==> config.mk <==
export PLATFORM = sky130hd
export DESIGN_NAME = mem_access_unit_flat
export DESIGN_NICKNAME = d
export VERILOG_FILES = /design/src/rtl/mem_access_unit_if.sv /design/src/rtl/mem_access_unit.sv /design/src/flat_wrapper.sv
export SDC_FILE = /design/constraint.sdc
export NUM_CORES = 1
export LEC_CHECK = 0
export ABC_CLOCK_PERIOD_IN_PS = 3110
export CAP_MARGIN = 5
export CELL_PAD_IN_SITES_DETAIL_PLACEMENT = 1
export CELL_PAD_IN_SITES_GLOBAL_PLACEMENT = 1
export CORE_MARGIN = 2
export CORE_UTILIZATION = 29
export CTS_BUF_LIST = sky130_fd_sc_hd__clkbuf_16
export DETAILED_ROUTE_END_ITERATION = 8
export MAX_ROUTING_LAYER = met4
export PLACE_DENSITY = 0.88
export RECOVER_POWER = 50
export SETUP_SLACK_MARGIN = 0.3
export SKIP_CTS_REPAIR_TIMING = 1
export SYNTH_ARGS = -nofsm -noshare
export SYNTH_HDL_FRONTEND = slang
export SYNTH_SLANG_ARGS = --single-unit
==> constraint.sdc <==
create_clock -name clk -period 3.11 [get_ports clk]
set_clock_uncertainty 0.2 [all_clocks]
set_input_delay 0.622 -clock clk [delete_from_list [all_inputs] [get_ports clk]]
set_output_delay 0.622 -clock clk [all_outputs]
set_load 0.03 [all_outputs]
==> src/rtl/mem_access_unit_if.sv <==
// mem_access_unit_if: pipeline request, fault-report and data-memory bus for mem_access_unit
interface mem_access_unit_if #(parameter int AW = 10);
  logic          req_valid;
  logic          req_we;
  logic [1:0]    req_size;
  logic          req_sign;
  logic [31:0]   req_addr;
  logic [31:0]   req_wdata;
  logic [31:0]   ld_data;
  logic          stall;
  logic          exc;
  logic          exc_flag;
  logic [31:0]   bad_addr;
  logic          exc_clr;
  logic [AW-1:0] dm_addr;
  logic [31:0]   dm_din;
  logic          dm_wr;
  logic [31:0]   dm_dout;
  modport master (
    output req_valid, req_we, req_size, req_sign, req_addr, req_wdata, exc_clr, dm_dout,
    input  ld_data, stall, exc, exc_flag, bad_addr, dm_addr, dm_din, dm_wr
  );
  modport slave (
    input  req_valid, req_we, req_size, req_sign, req_addr, req_wdata, exc_clr, dm_dout,
    output ld_data, stall, exc, exc_flag, bad_addr, dm_addr, dm_din, dm_wr
  );
endinterface

==> src/rtl/mem_access_unit.sv <==
// mem_access_unit: MEM-stage load/store front end with sub-word read-modify-write and sticky fault capture
module mem_access_unit #(
  parameter int AW = 10,
  parameter int DW = 32
) (
  input logic             clk,
  input logic             rst_n,
  mem_access_unit_if.slave bus
);
  typedef enum logic {IDLE, RMW} state_t;
  state_t          state_q, state_d;
  logic [AW-1:0]   addr_q, addr_d;
  logic [1:0]      lane_q, lane_d;
  logic            half_q, half_d;
  logic [15:0]     wdata_q, wdata_d;
  logic            exc_flag_q, exc_flag_d;
  logic [DW-1:0]   bad_addr_q, bad_addr_d;
  logic            idle_req, fault;
  logic [DW-1:0]   shifted, mask, ins;
  logic            unused;
  assign unused = ^bus.req_addr[31:AW+2];
  always_comb begin
    idle_req = rst_n && state_q == IDLE && bus.req_valid;
    fault = idle_req && (bus.req_size == 2'b11 || (bus.req_size == 2'b01 && bus.req_addr[0]) ||
                         (bus.req_size == 2'b10 && bus.req_addr[1:0] != 2'b00));
    shifted = bus.dm_dout >> {bus.req_addr[1:0], 3'b000};
    // lane_q is byte-granular, so halves at lane 2 shift by 16 just like a byte at lane 2
    mask = (half_q ? 32'h0000_FFFF : 32'h0000_00FF) << {lane_q, 3'b000};
    ins = {16'b0, half_q ? wdata_q : {8'b0, wdata_q[7:0]}} << {lane_q, 3'b000};
    state_d = state_q;
    addr_d = addr_q;
    lane_d = lane_q;
    half_d = half_q;
    wdata_d = wdata_q;
    bus.dm_addr = state_q == RMW ? addr_q : bus.req_addr[AW+1:2];
    bus.dm_din = state_q == RMW ? (bus.dm_dout & ~mask) | ins : bus.req_wdata;
    bus.dm_wr = 1'b0;
    bus.stall = 1'b0;
    bus.exc = fault;
    bus.ld_data = '0;
    if (state_q == RMW) begin
      bus.dm_wr = rst_n;
      state_d = IDLE;
    end else if (idle_req && !fault) begin
      if (!bus.req_we)
        bus.ld_data = bus.req_size == 2'b00 ? {{24{bus.req_sign & shifted[7]}}, shifted[7:0]} :
                      bus.req_size == 2'b01 ? {{16{bus.req_sign & shifted[15]}}, shifted[15:0]} :
                      bus.dm_dout;
      else if (bus.req_size == 2'b10)
        bus.dm_wr = 1'b1;
      else begin
        bus.stall = 1'b1;
        state_d = RMW;
        addr_d = bus.req_addr[AW+1:2];
        lane_d = bus.req_addr[1:0];
        half_d = bus.req_size[0];
        wdata_d = bus.req_wdata[15:0];
      end
    end
    exc_flag_d = bus.exc_clr ? 1'b0 : exc_flag_q | fault;
    bad_addr_d = bus.exc_clr ? '0 : (fault && !exc_flag_q) ? bus.req_addr : bad_addr_q;
    bus.exc_flag = exc_flag_q;
    bus.bad_addr = bad_addr_q;
  end
  always_ff @(posedge clk or negedge rst_n) begin
    if (!rst_n) begin
      state_q <= IDLE;
      addr_q <= '0;
      lane_q <= '0;
      half_q <= 1'b0;
      wdata_q <= '0;
      exc_flag_q <= 1'b0;
      bad_addr_q <= '0;
    end else begin
      state_q <= state_d;
      addr_q <= addr_d;
      lane_q <= lane_d;
      half_q <= half_d;
      wdata_q <= wdata_d;
      exc_flag_q <= exc_flag_d;
      bad_addr_q <= bad_addr_d;
    end
  end
endmodule
==> src/flat_wrapper.sv <==
// flat-port wrapper written by rule: the top's interface ports become plain ports
module mem_access_unit_flat 
#(
  parameter int AW = 10,
  parameter int DW = 32
)
  (clk, rst_n, bus_req_valid, bus_req_we, bus_req_size, bus_req_sign, bus_req_addr, bus_req_wdata, bus_exc_clr, bus_dm_dout, bus_ld_data, bus_stall, bus_exc, bus_exc_flag, bus_bad_addr, bus_dm_addr, bus_dm_din, bus_dm_wr);
  mem_access_unit_if #(.AW(AW)) bus_i ();
  input logic clk;
  input logic rst_n;
  input wire logic [$bits(bus_i.req_valid)-1:0] bus_req_valid;
  input wire logic [$bits(bus_i.req_we)-1:0] bus_req_we;
  input wire logic [$bits(bus_i.req_size)-1:0] bus_req_size;
  input wire logic [$bits(bus_i.req_sign)-1:0] bus_req_sign;
  input wire logic [$bits(bus_i.req_addr)-1:0] bus_req_addr;
  input wire logic [$bits(bus_i.req_wdata)-1:0] bus_req_wdata;
  input wire logic [$bits(bus_i.exc_clr)-1:0] bus_exc_clr;
  input wire logic [$bits(bus_i.dm_dout)-1:0] bus_dm_dout;
  output wire logic [$bits(bus_i.ld_data)-1:0] bus_ld_data;
  output wire logic [$bits(bus_i.stall)-1:0] bus_stall;
  output wire logic [$bits(bus_i.exc)-1:0] bus_exc;
  output wire logic [$bits(bus_i.exc_flag)-1:0] bus_exc_flag;
  output wire logic [$bits(bus_i.bad_addr)-1:0] bus_bad_addr;
  output wire logic [$bits(bus_i.dm_addr)-1:0] bus_dm_addr;
  output wire logic [$bits(bus_i.dm_din)-1:0] bus_dm_din;
  output wire logic [$bits(bus_i.dm_wr)-1:0] bus_dm_wr;
  assign bus_i.req_valid = bus_req_valid;
  assign bus_i.req_we = bus_req_we;
  assign bus_i.req_size = bus_req_size;
  assign bus_i.req_sign = bus_req_sign;
  assign bus_i.req_addr = bus_req_addr;
  assign bus_i.req_wdata = bus_req_wdata;
  assign bus_i.exc_clr = bus_exc_clr;
  assign bus_i.dm_dout = bus_dm_dout;
  assign bus_ld_data = bus_i.ld_data;
  assign bus_stall = bus_i.stall;
  assign bus_exc = bus_i.exc;
  assign bus_exc_flag = bus_i.exc_flag;
  assign bus_bad_addr = bus_i.bad_addr;
  assign bus_dm_addr = bus_i.dm_addr;
  assign bus_dm_din = bus_i.dm_din;
  assign bus_dm_wr = bus_i.dm_wr;
  mem_access_unit #(.AW(AW), .DW(DW)) u_core (.clk(clk), .rst_n(rst_n), .bus(bus_i));
endmodule
==> After elaboration in Yosys (flattened, before gate mapping) <==
Cells that the tools add are included.
W data, S select, Z words.
{ "classes": {"shift": 3, "mux": 20, "n_bitwise": 8, "n_lt_le_gt_ge": 0, "div_mod_pow": 0, "reduce_logical": 15, "n_addsub": 0, "multipliers": 0, "n_eq_ne": 3} }
{ "op_table": {"columns": ["op", "n"], "rows": [
  ["$mux W32", 8],
  ["$and A32 B32 Y32", 1],
  ["$mux W16", 2],
  ["$not A32 Y32", 1],
  ["$or A32 B32 Y32", 1],
  ["$shl A16 B5 Y32", 1],
  ["$shl A32 B5 Y32", 1],
  ["$shr A32 B5 Y16", 1],
  ["$mux W10", 1],
  ["$mux W1", 9],
  ["$logic_and A1 B1 Y1", 7],
  ["$eq A2 B2 Y1 const B", 2],
  ["$reduce_and A4 Y1", 1],
  ["$reduce_bool A2 Y1", 2],
  ["$and A1 B1 Y1", 2],
  ["$eq A2 B1 Y1 const B", 1],
  ["$logic_not A1 Y1", 2],
  ["$logic_not A2 Y1", 1],
  ["$logic_or A1 B1 Y1", 2],
  ["$not A1 Y1", 2],
  ["$or A1 B1 Y1", 1]
]} }
{ "totals": {"mem_bits_ro": 0, "latch_bits": 0, "mem_bits_rw": 0, "memories": 0, "word_cells": 56, "out_inout_bits": 110, "ff_bits": 63} }

==> Depth between registers and ports, before layout <==
Gate-level depths: netlist of the first run.
{ "logic_depth": {"depth_word": 9, "depth_mapped": 7, "ltp_nobuf": 4} }

==> Least setup slack after synthesis of the first run <==
OpenSTA, ideal clock, no wires.
{ "synth_path": {"path_type": "input to output", "startpoint": "input bus_req_size[0]", "endpoint": "output bus_ld_data[12]", "t_arrival_ps": 2202, "path_buffers": 3, "path_stages": 7, "t_required_ps": 2288, "slack_ps": 86, "path_cell_list": "buf_2 o21ai_1 a21boi_4 or3_1 buf_2 buf_6 a21oi_1"} }
{ "synth_between": {"elab_chain_cells": 9, "elab_cells_between_ends": 16, "cone_classes": "eq/ne (3); mux (5); reduce/logical (8)"} }
{ "synth_lines": {"columns": ["element", "line_no", "rtl"], "rows": [
  ["start: declaration", "flat_wrapper.sv:13", "input wire logic [$bits(bus_i.req_size)-1:0] bus_req_size;"],
  ["$eq A2 B1 Y1", "mem_access_unit.sv:24, mem_access_unit.sv:47", null],
  ["$logic_and A1 B1 Y1", "mem_access_unit.sv:24", "fault = idle_req && (bus.req_size == 2'b11 || (bus.req_size == 2'b01 && bus.req_addr[0]) ||"],
  ["$logic_or A1 B1 Y1 (2 in series)", "mem_access_unit.sv:24", null],
  ["$logic_and A1 B1 Y1", "mem_access_unit.sv:24", null],
  ["$logic_not A1 Y1", "mem_access_unit.sv:44", "end else if (idle_req && !fault) begin"],
  ["$logic_and A1 B1 Y1", "mem_access_unit.sv:44", null],
  ["$mux W32 (*)", "mem_access_unit.sv:44", null],
  ["$mux W32 (*)", "mem_access_unit.sv:41", "if (state_q == RMW) begin"],
  ["end: declaration", "flat_wrapper.sv:19", "output wire logic [$bits(bus_i.ld_data)-1:0] bus_ld_data;"]
]} }
Every way passes the cells marked *; elsewhere a longest branch is shown, timed or not.

==> Worst setup path in the final report of the first run <==
{ "layout_path": {"startpoint": "input rst_n", "endpoint": "output bus_ld_data[18]"} }
{ "layout_between": {"elab_chain_cells": 7} }
{ "layout_lines": {"columns": ["element", "line_no", "rtl"], "rows": [
  ["start: declaration", "flat_wrapper.sv:10", "input logic rst_n;"],
  ["$logic_and A1 B1 Y1 (*) (2 in series)", "mem_access_unit.sv:23", "idle_req = rst_n && state_q == IDLE && bus.req_valid;"],
  ["$logic_and A1 B1 Y1", "mem_access_unit.sv:24", null],
  ["$logic_not A1 Y1", "mem_access_unit.sv:44", null],
  ["$logic_and A1 B1 Y1 (*)", "mem_access_unit.sv:44", null],
  ["$mux W32 (*)", "mem_access_unit.sv:44", null],
  ["$mux W32 (*)", "mem_access_unit.sv:41", null]
]} }
Marks and branches as above.

==> results, run 1 <==
- The minimum setup slack among reg-to-reg paths is 900 ps.
- The fmax is 330 MHz.
- The register clock-pin slew on the reported worst setup and hold paths is 50 ps.
- Along the worst path, the maximum fanout reaches 8.
- Summed over its instances, the top area cell type makes up 37.7% of the synthesized netlist area.
- In the final routed layout, each cell accounts on average for 23.6 um.
- In this run the worst hold path is classified as in -> async.
- The number of antenna violations at the first check in global routing is 1.
- The sum of net half-perimeters after detailed placement is 14500 um.
- Yosys mapped a number of flops with a built-in enable equal to 0.
- The master of the slowest instance on the critical path is or4b_4.
- The via count of the first global-routing pass is 5048.
- For the pin with the worst max-slew slack, the measured transition is 872 ps.
- In this run the vertical extent of the chip is 124 um.
- The fraction of power consumed by combinational cells is 39.6%.
- The post-place setup slack is -625 ps.
- Walking the worst path, the cells encountered are buf_2 -> nand3b_4 -> or4b_4 -> a211oi_4 -> buf_6 -> clkbuf_16 -> a21o_1 -> buf_6.
- The internal power of the cells is 2.18 mW.
- The worst register-to-register path has a depth of 6.
- Summing the sequential cell areas from Yosys gives 37.7% of the chip area.
- Power spread over the standard cell area amounts to 425 nW/um^2.
- The number of hold violations in the final report is 0.
- The H-tree was split into 3 levels.
- In this run the mean area of a mapped cell was 9.52 um^2.
- The largest single stage delay on the critical path is 510 ps.
- The reg-to-reg critical path startpoint is u_core.state_q.
- The number of rows in the core area is 43.
- The final worst-path setup slack is 83.7 ps.
- The fraction of registers with async set or reset after synthesis is 100%.
- The clock reaches the later pin of the worst-skew pair after 320 ps.
- The number of DRC markers after the initial detailed-route iteration is 319.
- The global-route total usage across every layer is 25.0%.
- Dividing the detail-routed via count by the number of cells gives 5.47.
- The run finished with clean final reports.
- After synthesis, the netlist uses 42 different library cells.
- The top cell type by total area after synthesis is dfrtp_1.
- Among all flip-flop cells after synthesis, the most frequent one is dfrtp_1.
- The smallest clock period supported by the final layout is computed as 3030 ps.
- The effective utilization at floorplan is 29.9%.
- The number of nets in the finished design is 802.
- The clock share of power is 29.4%.
- The relative slew slack is 41.9%.
- Setup violations remaining at the end of the flow were counted as 0.
- The signal arrival time at the worst endpoint is 2200 ps.
- For this design the static power due to leakage is 3.81 nW.
- The clock buffer count from CTS is 9.
- The most critical setup path has its startpoint at rst_n.
- The cell repeated most along the worst path is buf_6.
- Measured on the finished design, the core utilization comes to 56.2%.
- The critical path is of the in -> out type.
- The pin count of the biggest net entering global routing is 77.
- The longest clock path from root to sink contains 2 buffers.
- The post-route netlist has 37.1% of its cells at a drive strength greater than 1.
- The die covers 15400 um^2.
- The worst path uses 97.3% of the clock period.
- The number of port buffers is 213.
- Net switching is 34.7% of the power.
- Per report_power, the sequential group accounts for 30.9% of the total.
- The cell area that synthesis handed to floorplanning was 4180 um^2.
- For this design, the sink count on the clock tree is 63.
- The required arrival time at the worst endpoint is 2290 ps.
- The endpoint of the most critical register-to-register path is u_core.bus.bad_addr[16].
- Before antenna repair, the detailed router went through 4 iterations.
- The CTS tree is built.
- During synthesis, Yosys emitted a total of 0 warnings.
- The capture point of the critical path is bus_ld_data[18].
- STA classifies the critical path startpoint as an input pin.
- The number of storage elements in the synthesis netlist is 63.
- The overall via count from detail_route is 4832.
- After technology mapping, the gate count stands at 439.
- The synthesized netlist net count is 543.
- In this run the horizontal extent of the chip is 124 um.
- The number of max-cap violations is 0.
- The total count of max-transition violations in the final report is 0.
- The worst ir drop on vdd is 0.000256 V.
- Once detail routing completed, the nets flagged for antenna violations numbered 0.
- The first-pass GRT wire length is 28300 um.
- Ranked by total cell area, the synthesized netlist is headed by dfrtp_1 (38%), mux2_2 (13%), a22o_1 (8.2%).
- The number of DRC violations after detailed routing is 0.
- Setup repair after global routing could not meet its margin everywhere.
- From synthesis to final layout, the design area changed by 88.0%.
- The analysis attributes to net switching a power of 1.16 mW.
- At the end of routability-driven placement, the weighted congestion stood at 0.906.
- In this run the standard cell core region covers 14000 um^2.
- The leftover overflow at the end of global routing is 0.
- The root buffer cell is clkbuf_16.
- The category of the worst setup path capture point is an output port.
- 214 I/O pins were placed.
- After detailed routing, the total wire length is 20900 um.
-- cells in the mapped netlist (9+ instances only) --
master    instances
dfrtp_1          63
mux2i_1          23
a22o_1           39
nand2_1          24
mux2_2           49
a31oi_1          10
a21oi_1          43
a21o_1           17
clkbuf_1         21
a22oi_1          13
buf_2            12
o22ai_1           9
nor2_1           53
-- critical path, delay by kind of cell --
kind                   cells  cell delay (ps)
buffers and inverters      4              620
and+or+nand+nor            2              610
AOI/OAI and AO/OA          2              340
-- final cells by class --
type,count,area [um^2]
fill,1491,6130
timing repair buffer,287,3000
multi-input combinational,332,2740
sequential,63,1580
clock buffer,9,225
tap,180,225
clock inverter,7,63.8
inverter,5,22.5
antenna,1,2.50
-- metrics by stage --
stage | hold WS (ps) | std cells | cell area, um^2 | setup TNS (ps) | power [mW]
after floorplan | 126 | 439 | 4340 | 0 | 1.65
after global placement | 283 | 846 | 7000 | -9910 | 2.16
after detailed placement | 285 | 846 | 7000 | -12000 | 2.21
after CTS | 262 | 862 | 7290 | -12510 | 3.20
after global routing | 282 | 884 | 7860 | 0 | 3.48
final | 260 | 884 | 7860 | 0 | 3.34
-- worst min path at each step --
| stage | slack (ps) | from | end |
|---|---|---|---|
| detailed placement | 290 | u_core.bus.bad_addr[31] | u_core.bus.bad_addr[31] |
| global placement | 280 | u_core.bus.bad_addr[5] | u_core.bus.bad_addr[5] |
| finish | 260 | rst_n | u_core.wdata_q[2] |
| CTS | 260 | rst_n | u_core.wdata_q[2] |
| global route | 280 | rst_n | u_core.wdata_q[10] |
| floorplan | 130 | rst_n | u_core.addr_q[0] |
-- registers in the layout, indices dropped and copies added, names as in the netlist --
signal / flops
u_core.bus.bad_addr: 32
u_core.wdata_q: 16
u_core.addr_q: 10
u_core.lane_q: 2
u_core.bus.exc_flag: 1
u_core.half_q: 1
u_core.state_q: 1
-- cells in the final DEF, fill, tap and decap left out, types with 7 or more instances in the layout --
cell	instances
buf_6	34
clkdlybuf4s50_1	92
nand2_1	24
a21oi_1	31
a21o_1	7
nor2_4	8
clkbuf_16	12
o22ai_1	8
dfrtp_1	61
buf_12	18
mux2i_1	23
a22o_1	39
dlygate4sd3_1	21
a21o_4	10
a21oi_2	8
a22oi_1	11
mux2_2	47
dlymetal6s2s_1	31
nor2_1	45
buf_4	73
-- kinds of logic after synthesis --
family,count (synthesis),share of synthesized area (%)
buf+inv,44,4.67
mux,72,18.7
flops,63,37.7
simple gates,106,12.8
compound gates,154,26.1
-- power by group through the flow --
stage | logic [mW] | clock network (mW) | registers (mW)
6_report | 1.32 | 0.981 | 1.03
5_1_grt | 1.40 | 1.04 | 1.04
2_1_floorplan | 0.623 | 0 | 1.03
3_5_place_dp | 1.17 | 0 | 1.04
3_3_place_gp | 1.14 | 0 | 1.02
4_1_cts | 1.18 | 0.994 | 1.02
-- layer usage --
layer / global-route usage [%] / wire (um) / up-vias
met5: - / 0 / -
met4: 7.79 / 567 / 0
met3: 4.95 / 1220 / 39
met2: 40.6 / 10800 / 206
met1: 31.3 / 8320 / 2439
li1: - / - / 2148
(Power assumes the default switching activity.)
==> run 2: changes to the inputs <==
Settings changed: CORE_MARGIN 2 to not set.
==> run 2 against run 1 <==
Highest routed layer unchanged. Final cell count is 0.23% lower. Via count is 1.9% higher. Sequential power hardly changed. Routed wire length is 2.2% higher.
==> results, run 2 (same netlist as run 1, synthesis figures left out) <==
- The number of port buffers is 213.
- The buffer depth of the longest clock path is 2.
- At the end of the flow the core is filled with cells to 57.1%.
- The class of the tightest hold or removal check is in -> async.
- The run finished with clean final reports.
- The wire length per cell after detailed routing is 24.2 um.
- The first-pass GRT wire length is 28300 um.
- The worst ir drop on vdd is 0.000311 V.
- The sum of routed wire segments on met1 is 8170 um.
- Entering global routing, the biggest net connects 62 pins.
- The area added between synthesis and finish is 91.0%.
- The number of max-cap violations is 0.
- The reg-to-reg critical path startpoint is u_core.state_q.
- Summing all placed instances gives a cell area of 6920 um^2.
- Clock tree synthesis inserted a total of 9 buffers.
- The via count of the first global-routing pass is 5096.
- In the layout the commonest cells are clkdlybuf4s50_1 (93), buf_4 (70), dfrtp_1 (60).
- The number of nets in the finished design is 801.
- Summing all non-filler instances in the final layout gives an area of 7980 um^2.
- The insertion delay to the later sink of the worst-skew pair is 330 ps.
- The overall via count from detail_route is 4924.
- Adding up every negative setup slack in the final design gives 0 ps.
- The total overflow left after global routing is 0.
- 0 antenna diodes ended up in the layout.
- The number of DRC markers after the initial detailed-route iteration is 379.
- The area enclosed by the die boundary is 14900 um^2.
- The number of hold violations in the final report is 0.
- The overall die width is 122 um.
- In this run the vertical extent of the chip is 122 um.
- Of all nets on the critical path, the largest fanout is 3.
- Setup repair after global routing could not meet its margin everywhere.
- The areal power density over the cells is 445 nW/um^2.
- Measured against its own limit, the worst slew margin works out to 2.70%.
- The core outline area is 14000 um^2.
- The maximum level of the CTS H-tree is 3.
- The category of the worst setup path capture point is an output port.
- At the worst endpoint, the required time is 2290 ps.
- The minimum setup slack among reg-to-reg paths is 680 ps.
- The sum of net half-perimeters after detailed placement is 14400 um.
- The register clock-pin slew on the reported worst setup and hold paths is 50 ps.
- The global placer's final weighted congestion is 0.915.
- Once detail routing completed, the nets flagged for antenna violations numbered 0.
- The sum of met3 wire segment lengths after detailed routing is 1700 um.
- The worst reg-to-reg path cell count is 6.
- After detailed routing, the number of vias per cell comes to 5.58.
- The total count of max-transition violations in the final report is 0.
- The signal arrival time at the worst endpoint is 2210 ps.
- The most common cell after layout, fill and taps aside is clkdlybuf4s50_1.
- TritonCTS built the clock tree.
- The root buffer cell is clkbuf_16.
- The routed wire length is 21300 um.
- The effective utilization at floorplan is 29.9%.
- The fmax is 330 MHz.
- The register with the most flip-flops in the layout has 32 of them.
- The number of sinks on the clock net is 63.
- STA classifies the critical path startpoint as an input pin.
- Detailed routing placed a total of 10700 um of wire on met2.
- Cells with a size suffix above 1 make up 39.9% of the layout.
- The number of antenna violations at the first check in global routing is 0.
- The iteration count of the initial detailed-routing pass is 4.
- Pin placement for this block handled 214 I/O pins.
- The final worst-path setup slack is 81.6 ps.
- For this run, design rule violations remaining after detail routing come to 0.
- The highest signal layer in the routed design is met4.
- In the finished design, the share of the clock period the worst path needs comes to 97.4%.
- The start-to-end type of the worst setup path is in -> out.
- The setup-violating endpoint count in the final report is 0.
- The post-place setup slack is -285 ps.
- For the pin with the worst max-slew slack, the measured transition is 1460 ps.
- The worst path in the final design needs a cycle of 3030 ps, including I/O delays and setup.
- The endpoint identified for the worst register-to-register timing path is u_core.wdata_q[11].
- The floorplan has 43 rows.
- The global-route total usage across every layer is 26.1%.
- The reported leakage power is 3.78 nW.
==> run 2: how the worst max path moves through the flow <==
stage | startpoint | cells past startpoint | to
detailed placement | bus_req_addr[1] | 8 | bus_ld_data[7]
global route | bus_req_size[0] | 8 | bus_ld_data[31]
floorplan | bus_req_size[0] | 6 | bus_ld_data[10]
global placement | bus_req_addr[1] | 8 | bus_ld_data[7]
finish | bus_dm_dout[14] | 6 | bus_ld_data[14]
CTS | bus_req_addr[1] | 8 | bus_ld_data[7]
==> run 2: critical path, stage by stage <==
cell and delay (ps):
clkdlybuf4s50_1 500, nand2b_1 160, a21oi_1 90, o21ai_0 470, a31oi_4 180, buf_6 180
==> run 2: per-layer routing <==
layer,GRT usage [%],vias to the layer above
li1,-,2147
met1,32.2,2467
met2,41.1,250
met3,5.15,60
met4,11.5,0
met5,-,-
==> run 2: where the power goes <==
group | switching, mW | total (mW) | internal (mW)
Combinational | 0.730 | 1.39 | 0.656
Clock | 0.355 | 1.13 | 0.776
Sequential | 0.105 | 1.03 | 0.929
==> run 2: cell type report <==
| cell class | count | area, um^2 |
|---|---|---|
| inverter | 5 | 22.5 |
| tap | 180 | 225 |
| clock inverter | 7 | 111 |
| fill | 1452 | 6000 |
| timing repair buffer | 286 | 2960 |
| clock buffer | 9 | 225 |
| multi-input combinational | 332 | 2860 |
| sequential | 63 | 1580 |
==> run 2: through the flow <==
step / hold WS, ps / cells / total power, mW
floorplan: 126 / 439 / 1.65
global placement: 283 / 839 / 2.14
detailed placement: 284 / 839 / 2.19
CTS: 79.9 / 855 / 3.36
global route: 193 / 882 / 3.69
finish: 174 / 882 / 3.55
